## config.mk

```make
export PLATFORM = sky130hd
export DESIGN_NAME = traffic_ctrl_param
export DESIGN_NICKNAME = d
export VERILOG_FILES = /design/src/rtl/traffic_ctrl_param.sv
export SDC_FILE = /design/constraint.sdc
export NUM_CORES = 1
export LEC_CHECK = 0
export CAP_MARGIN = 20
export CORE_MARGIN = 2
export CORE_UTILIZATION = 54
export DETAILED_ROUTE_END_ITERATION = 6
export HOLD_SLACK_MARGIN = 0.15
export PLACE_DENSITY_LB_ADDON = 0.2
export SLEW_MARGIN = 20
export SYNTH_ARGS = -nofsm -noshare
export SYNTH_HDL_FRONTEND = slang
export SYNTH_SLANG_ARGS = --single-unit
```

## constraint.sdc

```tcl
create_clock -name clk -period 4.87 [get_ports clk]
set_input_delay 0.487 -clock clk [delete_from_list [all_inputs] [get_ports clk]]
set_output_delay 0.487 -clock clk [all_outputs]
set_load 0.1 [all_outputs]
```

## src/rtl/traffic_ctrl_param.sv

```systemverilog
// traffic_ctrl_param: two-road intersection controller with latched pedestrian crossing and flashing night mode; ports clk/rst/tick/ped_req/night in, road/walk lamps, ped_wait, phase out
module traffic_ctrl_param #(
  parameter int CW         = 4,
  parameter int T_GA       = 4,
  parameter int T_YA       = 2,
  parameter int T_GB       = 3,
  parameter int T_YB       = 2,
  parameter int T_WALK     = 2,
  parameter int T_FLASH    = 3,
  parameter int BLINK_HALF = 4
) (
  input  logic       clk,
  input  logic       rst,
  input  logic       tick,
  input  logic       ped_req,
  input  logic       night,
  output logic       Ra,
  output logic       Ya,
  output logic       Ga,
  output logic       Rb,
  output logic       Yb,
  output logic       Gb,
  output logic       Rw,
  output logic       Gw,
  output logic       ped_wait,
  output logic [2:0] phase
);
  localparam int BW = $clog2(BLINK_HALF + 1);
  localparam logic [2:0] S_GA = 3'd0, S_YA = 3'd1, S_GB = 3'd2, S_YB = 3'd3,
                         S_WALK = 3'd4, S_FLASH = 3'd5, S_NIGHT = 3'd6;
  logic [2:0]    state_q, state_d, nxt;
  logic [CW-1:0] cnt_q, cnt_d;
  logic [BW-1:0] bcnt_q, bcnt_d;
  logic          blink_q, blink_d, ped_wait_q, ped_wait_d;
  logic          phase_end, entering, blinking, wrap;

  function automatic logic [CW-1:0] dur(input logic [2:0] s);
    return s == S_GA    ? CW'(T_GA - 1)   :
           s == S_YA    ? CW'(T_YA - 1)   :
           s == S_GB    ? CW'(T_GB - 1)   :
           s == S_YB    ? CW'(T_YB - 1)   :
           s == S_WALK  ? CW'(T_WALK - 1) :
           s == S_FLASH ? CW'(T_FLASH - 1) : '0;
  endfunction

  always_ff @(posedge clk or posedge rst) begin
    if (rst) begin
      state_q    <= S_GA;
      cnt_q      <= CW'(T_GA - 1);
      bcnt_q     <= '0;
      blink_q    <= 1'b0;
      ped_wait_q <= 1'b0;
    end else begin
      state_q    <= state_d;
      cnt_q      <= cnt_d;
      bcnt_q     <= bcnt_d;
      blink_q    <= blink_d;
      ped_wait_q <= ped_wait_d;
    end
  end

  always_comb begin
    nxt = state_q == S_GA    ? S_YA :
          state_q == S_YA    ? S_GB :
          state_q == S_GB    ? S_YB :
          state_q == S_YB    ? (night ? S_NIGHT : ped_wait_q ? S_WALK : S_GA) :
          state_q == S_WALK  ? S_FLASH :
          state_q == S_FLASH ? (night ? S_NIGHT : S_GA) : S_GA;
    phase_end = state_q == S_NIGHT ? !night : cnt_q == '0;
    state_d   = state_q == 3'd7 ? S_GA : (tick && phase_end) ? nxt : state_q;
    entering  = state_d != state_q;
    cnt_d     = entering ? dur(state_d) : (tick && state_q != S_NIGHT) ? cnt_q - 1'b1 : cnt_q;
    ped_wait_d = (entering && state_d == S_WALK) ? 1'b0 :
                 (ped_req && state_q != S_WALK && state_q != S_FLASH) ? 1'b1 : ped_wait_q;
    blinking = state_d == S_FLASH || state_d == S_NIGHT;
    wrap     = bcnt_q == BW'(BLINK_HALF - 1);
    blink_d  = !blinking ? 1'b0 : entering ? 1'b1 : blink_q ^ wrap;
    bcnt_d   = (!blinking || entering || wrap) ? '0 : bcnt_q + 1'b1;
  end

  always_comb begin
    {Ra, Ya, Ga, Rb, Yb, Gb, Rw, Gw} =
      state_q == S_GA    ? 8'b0011_0010 :
      state_q == S_YA    ? 8'b0101_0010 :
      state_q == S_GB    ? 8'b1000_0110 :
      state_q == S_YB    ? 8'b1000_1010 :
      state_q == S_WALK  ? 8'b1001_0001 :
      state_q == S_FLASH ? {6'b1001_00, blink_q, 1'b0} :
      state_q == S_NIGHT ? {1'b0, blink_q, 2'b00, blink_q, 3'b010} : 8'b1001_0010;
    ped_wait = ped_wait_q;
    phase    = state_q;
  end
endmodule
```

==> flow_summary.json, run 1 <==
{
  "cts.sinks": 12,
  "grt_pass1_vias": 716,
  "status": "completed",
  "yosysWarnings": 0,
  "grt_setup_unrepaired": "no",
  "n_fill_cell": 127,
  "finalSetupViolCount": 0,
  "crit_chain": "mux2i_1 > and2_1 > clkdlybuf4s50_1",
  "clk_pin_slew_worst_paths_ns": 0.09,
  "synth_cell_types": 39,
  "numPortBuffers": 16,
  "end_kind": "output pin",
  "cts_tree": "yes",
  "post-route-min-period_ns": 3.13,
  "critical_path_class": "flop to output pin",
  "fin_util_pct": 70.6,
  "most-common-layout-cells": "clkdlybuf4s50_1 (16), nor2_1 (13), dfrtp_1 (10)",
  "hold_violations": 0,
  "cts_buffers": 3,
  "worstMarginPinSlew_ns": 0.976,
  "cp.required_ns": 4.38,
  "arrival_ns": 2.65,
  "grt_overflow": 0,
  "cts_hold_buffers": 0,
  "gp_congestion": 0.844,
  "worstRegToRegCells": 5,
  "antenna_found_initial": 0,
  "timing.rr.start": "phase[0]",
  "routedWlPerCell_um": 13.4,
  "vias_per_cell": 5.83,
  "grt_pass1_wl_um": 3180,
  "cts_max_path_buffers": 2,
  "slowest_stage": "clkdlybuf4s50_1",
  "dieArea_um2": 2020,
  "cp-endpoint": "Yb",
  "vias": 793,
  "hpwl_um": 1320,
  "drive_above_1_share_pct": 14.2,
  "drtIter0Drc": 24,
  "max_stage_delay_ns": 1.13,
  "final_common_cell": "clkdlybuf4s50_1",
  "relSlewSlack_pct": 34.8,
  "grt_start_max_net_pins": 25,
  "hold_slack_ns": 0.441,
  "path_max_fanout": 24,
  "ys_seq_area_share_pct": 33.4,
  "cts_setup_buffers": 0,
  "n_antenna_cell": 0,
  "die_w_um": 45.0,
  "dr.pass1.iters": 4,
  "htree_levels": 1,
  "ctsRootBufferMaster": "clkbuf_4",
  "dieHeight_um": 45.0,
  "post-route-period-util_pct": 64.3,
  "clk_latency_ns": 0.28,
  "ioPinCount": 17,
  "post_cts_resized": 0,
  "ys_ff_latch": 12,
  "row_count": 14,
  "synthCells": 106,
  "core_um2": 1540,
  "tns_ns": 0,
  "syn-num-nets": 115,
  "initial_core_util_pct": 58.8,
  "max_freq_mhz": 319,
  "hold_class": "flop to flop",
  "syn_to_final_growth_pct": 20.2,
  "synthesis.area_um2": 906,
  "drc_errors": 0,
  "drt_wl_total_um": 1820,
  "skew_ns": 0.0102,
  "rrSetupSlack_ns": 2.96,
  "avgSynthCellArea_um2": 8.55,
  "startpoint_type": "flop",
  "r2r-end": "bcnt_q[1]",
  "maxSlewViolCount": 0,
  "final_nets": 130,
  "setup.worst_path.start": "phase[0]",
  "grt_util_all_layers_pct": 21.6,
  "drv_cap": 0,
  "ant_nets": 0
}
==> kinds of logic after synthesis <==
| logic type | share of synthesized area [%] |
|---|---|
| multiplexers | 1.11 |
| AO/OA/AOI/OAI | 18.9 |
| XOR/XNOR | 5.80 |
| AND/OR/NAND/NOR | 28.2 |
| flip-flops | 33.4 |
| adder cells (fa/ha/maj) | 5.53 |
| buffers and inverters | 7.04 |
==> per-layer routing <==
| layer | GRT usage (%) | wire length (um) |
|---|---|---|
| met4 | 8.82 | 15 |
| met3 | 4.00 | 85 |
| met5 | 0 | 0 |
| met2 | 31.4 | 829 |
| met1 | 31.6 | 886 |
==> worst max-delay path: cells and delay by family, from the launching register on <==
kind                   cells  cell delay [ns]
buffers and inverters      1             1.13
and+or+nand+nor            1             0.15
muxes                      1             0.26
DFF                        1             0.83
==> how the worst min path moves through the flow <==
stage,startpoint,to,slack [ns],cells past startpoint
2_1_floorplan,rst,bcnt_q[0],0.35,1
3_3_place_gp,bcnt_q[0],bcnt_q[0],0.43,1
3_5_place_dp,bcnt_q[0],bcnt_q[0],0.43,1
4_1_cts,bcnt_q[0],bcnt_q[0],0.45,1
5_1_grt,bcnt_q[0],bcnt_q[0],0.46,1
6_report,bcnt_q[0],bcnt_q[0],0.44,1
==> state kept, by name, indices dropped and copies added (netlist names) <==
register / cells
bcnt_q: 3
blink_q: 1
cnt_q: 4
ped_wait: 1
phase: 3
==> metrics by stage <==
stage | instances | setup WS (ns) | instance area [um2]
6_report | 136 | 1.74 | 1090
3_3_place_gp | 132 | 2.11 | 1050
3_5_place_dp | 132 | 2.06 | 1050
2_1_floorplan | 106 | 1.01 | 906
5_1_grt | 136 | 1.59 | 1090
4_1_cts | 136 | 1.74 | 1090
==> final cells by class <==
type / instances / area (um2) / area share (%)
Clock buffer: 4 / 36.3 / 3.33
Inverter: 8 / 30.0 / 2.76
Multi-Input combinational cell: 80 / 539 / 49.5
Sequential cell: 12 / 303 / 27.8
Tap cell: 16 / 20.0 / 1.84
Timing Repair Buffer: 16 / 160 / 14.7
==> cell usage after synthesis, drive strengths merged <==
cell | instances | area share [%]
nor2 | 16 | 7.5
nor2b | 1 | 0.97
xnor2 | 5 | 4.8
nand2 | 8 | 3.3
a31oi | 2 | 1.4
a22oi | 1 | 0.83
nand3b | 2 | 1.7
buf | 5 | 3.3
a31o | 2 | 1.9
o21ai | 6 | 3.7
inv | 8 | 3.3
nand2b | 4 | 2.8
xor2 | 1 | 0.97
nor3 | 3 | 2.2
o21bai | 1 | 0.83
o22a | 1 | 0.97
and2 | 1 | 0.69
a21oi | 9 | 5.4
nand3 | 1 | 0.55
mux2i | 1 | 1.1
dfrtp | 10 | 28
clkbuf | 1 | 0.41
nand4bb | 1 | 3.0
o22ai | 3 | 2.1
and4bb | 1 | 1.4
a21o | 1 | 0.83
ha | 4 | 5.5
dfstp | 2 | 5.8
nor4 | 2 | 2.1
or3 | 1 | 1.2
a221oi | 1 | 0.97
nor3b | 1 | 0.83
Power of run 1 is not shown: default switching activity piles up to over one toggle a cycle in this logic, so the estimate is an artifact.
==> inputs of run 2 (changes only) <==
--- a/config.mk
+++ b/config.mk
@@ -7,7 +7,7 @@
 export LEC_CHECK = 0
 export CAP_MARGIN = 20
 export CORE_MARGIN = 2
-export CORE_UTILIZATION = 54
+export CORE_UTILIZATION = 46
 export DETAILED_ROUTE_END_ITERATION = 6
 export HOLD_SLACK_MARGIN = 0.15
 export PLACE_DENSITY_LB_ADDON = 0.2
==> constraint.sdc (replaced) <==
create_clock -name clk -period 2.6 [get_ports clk]
set_input_delay 0.26 -clock clk [delete_from_list [all_inputs] [get_ports clk]]
set_output_delay 0.26 -clock clk [all_outputs]
set_load 0.1 [all_outputs]
==> run 2 against run 1 <==
Sequential share of layout area fell by 0.73 points. Flip-flop and latch count did not move. Global-route usage fell by 5.1 points. Highest routed layer unchanged. First-iteration DRC count fell by 13%. Cell count rose by 8.8%. Hold slack got worse by 0.16 ns. Via count fell by 0.38%. Design area rose by 3.1%. Wire length barely moved.
==> flow_summary.json, run 2 (synthesized netlist as in run 1, its figures left out) <==
{
  "slowest_stage": "dfrtp_1",
  "drtIter0Drc": 21,
  "end_kind": "output pin",
  "maxSlewViolCount": 0,
  "top_register": "cnt_q",
  "dieArea_um2": 2340,
  "cp.required_ns": 2.34,
  "final_common_cell": "buf_4",
  "most-common-layout-cells": "buf_4 (12), nor2_1 (10), dfrtp_1 (9)",
  "path_max_fanout": 19,
  "dp.cells": 144,
  "drv_cap": 0,
  "core_um2": 1900,
  "max_freq_mhz": 504,
  "timing.rr.start": "cnt_q[0]",
  "critical_path_class": "flop to output pin",
  "clk_latency_ns": 0.27,
  "largest_reg_flops": 4,
  "vias": 790,
  "cts.sinks": 12,
  "status": "completed",
  "routedWlPerCell_um": 12.3,
  "setup.worst_path.start": "phase[1]",
  "crit_chain": "nand2_1 > nor2_1 > nor2_4 > buf_4",
  "cts_buffers": 3,
  "drive_above_1_share_pct": 29.8,
  "dr.pass1.iters": 4,
  "max_stage_delay_ns": 0.69,
  "final_cell_count_no_fill": 148,
  "dieHeight_um": 48.4,
  "initial_core_util_pct": 47.6,
  "clk_pin_slew_worst_paths_ns": 0.07,
  "ctsRootBufferMaster": "clkbuf_4",
  "dpl_cell_area_um2": 1090,
  "grt_util_all_layers_pct": 16.5,
  "grt_setup_unrepaired": "no",
  "antenna_found_initial": 0,
  "worstRegToRegCells": 7,
  "die_w_um": 48.4,
  "final_nets": 131,
  "n_antenna_cell": 0,
  "worstMarginPinSlew_ns": 0.552,
  "path_buf_inv": 1,
  "cts_hold_buffers": 0,
  "arrival_ns": 1.73,
  "cts_max_path_buffers": 2,
  "fin_util_pct": 59.0,
  "ant_nets": 0,
  "drt_wl_total_um": 1820,
  "tns_ns": 0,
  "post_cts_resized": 0,
  "critical_path.top_delay_family": "flip-flops",
  "path_depth": 4,
  "hpwl_um": 1370,
  "row_count": 16,
  "post-route-period-util_pct": 76.4,
  "grt_overflow": 0,
  "skew_ns": 0.00516,
  "htree_levels": 1,
  "syn_to_final_growth_pct": 23.9,
  "hold_violations": 0,
  "grt_start_max_net_pins": 25,
  "post-route-min-period_ns": 1.99,
  "ioPinCount": 17,
  "cp-endpoint": "Ra",
  "stdcell_area_um2": 1120,
  "hold_class": "input port to async pin",
  "cts_tree": "yes",
  "vias_per_cell": 5.34,
  "gp_congestion": 0.785,
  "n_fill_cell": 175,
  "grt_pass1_vias": 691,
  "grt_pass1_wl_um": 3060,
  "numPortBuffers": 16,
  "r2r-end": "bcnt_q[0]",
  "rrSetupSlack_ns": 0.70,
  "drc_errors": 0,
  "startpoint_type": "flop",
  "relSlewSlack_pct": 63.2,
  "finalSetupViolCount": 0,
  "cts_setup_buffers": 0
}
[run 2: through the flow]
stage                     worst slack (ns)  hold slack [ns]
after floorplan                     -0.152            0.123
after global routing                 0.459            0.310
after detailed placement             0.637            0.442
after global placement               0.602            0.436
final                                0.615            0.277
after CTS                            0.601            0.290
[run 2: how the worst min path moves through the flow]
stage                    from   endpoint  slack, ns  depth (start not counted)
floorplan                 rst  bcnt_q[0]       0.12                          1
global placement    bcnt_q[0]  bcnt_q[0]       0.44                          1
detailed placement  bcnt_q[0]  bcnt_q[0]       0.44                          1
CTS                       rst  bcnt_q[2]       0.29                          2
global route              rst   cnt_q[2]       0.31                          2
finish                    rst  bcnt_q[2]       0.28                          2
[run 2: layout make-up]
cell class / count / area, um2 / area share [%]
Timing Repair Buffer: 17 / 150 / 13.4
Tap cell: 27 / 33.8 / 3.01
Multi-Input combinational cell: 80 / 568 / 50.6
Clock buffer: 4 / 36.3 / 3.23
Sequential cell: 12 / 304 / 27.1
Inverter: 8 / 30.0 / 2.68
[run 2: routing by layer]
metal,part of all wire [%],global-route usage (%),routed length (um)
met5,0,0,0
met4,1.3,7.14,24
met3,4.8,2.47,88
met2,46,25.9,833
met1,48,22.7,871
[run 2: worst reg2reg max path, delay by kind of cell, from the launching register on]
kind	cells	cell delay [ns]
AOI/OAI and AO/OA	2	0.30
adders and majority gates	1	0.24
buffers and inverters	1	0.06
DFF	1	0.56
and+or+nand+nor	3	0.67
Power of run 2 is left out for the same reason.
==> inputs of run 3 (changes only) <==
--- a/config.mk
+++ b/config.mk
@@ -7,7 +7,7 @@
 export LEC_CHECK = 0
 export CAP_MARGIN = 20
 export CORE_MARGIN = 2
-export CORE_UTILIZATION = 46
+export CORE_UTILIZATION = 50
 export DETAILED_ROUTE_END_ITERATION = 6
 export HOLD_SLACK_MARGIN = 0.15
 export PLACE_DENSITY_LB_ADDON = 0.2
==> constraint.sdc (replaced) <==
create_clock -name clk -period 1.95 [get_ports clk]
set_input_delay 0.195 -clock clk [delete_from_list [all_inputs] [get_ports clk]]
set_output_delay 0.195 -clock clk [all_outputs]
set_load 0.1 [all_outputs]
==> run 3 against run 2 <==
Setup slack got worse by 0.47 ns. Sequential share of layout area decreased by 2.5 points. Critical path depth increased by 3. Global-route usage increased by 3.7 points. Non-clock buffer count increased by 1.
==> flow_summary.json, run 3 (synthesized netlist as in run 1, its figures left out) <==
{
  "grtUsageMet2_pct": 29.4,
  "cts_max_path_buffers": 2,
  "ioPinCount": 17,
  "cts_buffers": 3,
  "worstMarginPinSlew_ns": 0.464,
  "relSlewSlack_pct": 69.0,
  "ant_nets": 0,
  "dieHeight_um": 46.6,
  "ctsRootBufferMaster": "clkbuf_4",
  "max_stage_delay_ns": 0.56,
  "die_w_um": 46.6,
  "grt_pass1_vias": 656,
  "r2r-end": "bcnt_q[0]",
  "core_um2": 1710,
  "critical_path.top_delay_family": "simple AND/OR/NAND/NOR gates",
  "status": "completed",
  "setup.worst_path.start": "cnt_q[0]",
  "vias_per_cell": 5.49,
  "cp-endpoint": "bcnt_q[0]",
  "top_register": "cnt_q",
  "met3_usage_pct": 3.53,
  "post-route-min-period_ns": 1.81,
  "skew_ns": 0.00259,
  "critical_path_class": "flop to flop",
  "grt_most_used_layer": "met2",
  "grt_setup_unrepaired": "no",
  "routedWlPerCell_um": 13.0,
  "htree_levels": 1,
  "end_kind": "flop",
  "cts_hold_buffers": 0,
  "most-common-layout-cells": "nor2_1 (10), buf_12 (10), a21oi_1 (8), inv_1 (8), dfrtp_1 (7)",
  "dr.pass1.iters": 4,
  "grt_start_max_net_pins": 25,
  "largest_reg_flops": 4,
  "drive_above_1_share_pct": 36.1,
  "hpwl_um": 1460,
  "post_cts_resized": 0,
  "timing.rr.start": "cnt_q[0]",
  "slowest_stage": "dfstp_2",
  "clk_pin_slew_worst_paths_ns": 0.08,
  "arrival_ns": 2.02,
  "antenna_found_initial": 0,
  "gp_congestion": 0.847,
  "clk_latency_ns": 0.27,
  "dieArea_um2": 2170,
  "n_antenna_cell": 0,
  "post-route-period-util_pct": 92.6,
  "hold_class": "input port to async pin",
  "max_freq_mhz": 554,
  "path_depth": 7,
  "rrSetupSlack_ns": 0.14,
  "cp.required_ns": 2.16,
  "vias": 807,
  "hold_slack_ns": 0.222,
  "hold_violations": 0,
  "cts.sinks": 12,
  "drt_wl_total_um": 1910,
  "syn_to_final_growth_pct": 40.7,
  "drtIter0Drc": 11,
  "maxSlewViolCount": 0,
  "numPortBuffers": 16,
  "drc_errors": 0,
  "grt_pass1_wl_um": 3040,
  "fin_util_pct": 74.7,
  "cts_setup_buffers": 0,
  "path_max_fanout": 3,
  "grt_overflow": 0,
  "grt_util_all_layers_pct": 20.2,
  "initial_core_util_pct": 53.0,
  "drv_cap": 0,
  "path_buf_inv": 1,
  "cts_tree": "yes",
  "finalSetupViolCount": 0,
  "startpoint_type": "flop",
  "worstRegToRegCells": 7,
  "final_nets": 132,
  "crit_chain": "inv_1 > ha_2 > nor3b_1 > o22ai_1 > a22oi_1 > or3_4 > nor2_2",
  "row_count": 15,
  "grt_use_met1_pct": 29.2
}
[run 3: cell types whose count changed in the layout (fill, tap and decap cells not counted), sizes merged]
cell | before | now
buf | 13 | 14
[run 3: worst min-delay path by stage]
stage,endpoint,slack [ns],cells after the start
2_1_floorplan,bcnt_q[0],0.06,1
3_3_place_gp,bcnt_q[0],0.43,1
3_5_place_dp,bcnt_q[0],0.44,1
4_1_cts,phase[1],0.24,2
5_1_grt,blink_q,0.27,2
6_report,blink_q,0.22,2
[run 3: routing by layer]
metal / share of wire (%) / vias up
li1: - / 400
met1: 45 / 373
met2: 48 / 29
met3: 4.9 / 5
met4: 1.8 / 0
met5: 0 / -
[run 3: area by class of cell]
class	count	area [um2]
clock buffer	4	36.3
fill	128	433
inverter	8	30.0
multi-input combinational	80	593
sequential	12	314
tap	25	31.3
timing repair buffer	18	270
[run 3: through the flow]
stage	std cells	TNS [ns]	worst slack (ns)	instance area [um2]
2_1_floorplan	106	-0.155	-0.0578	977
3_3_place_gp	143	0	0.121	1240
3_5_place_dp	143	0	0.102	1240
4_1_cts	147	0	0.0906	1270
5_1_grt	147	0	0.0489	1270
6_report	147	0	0.144	1270
Power of run 3 is left out for the same reason.
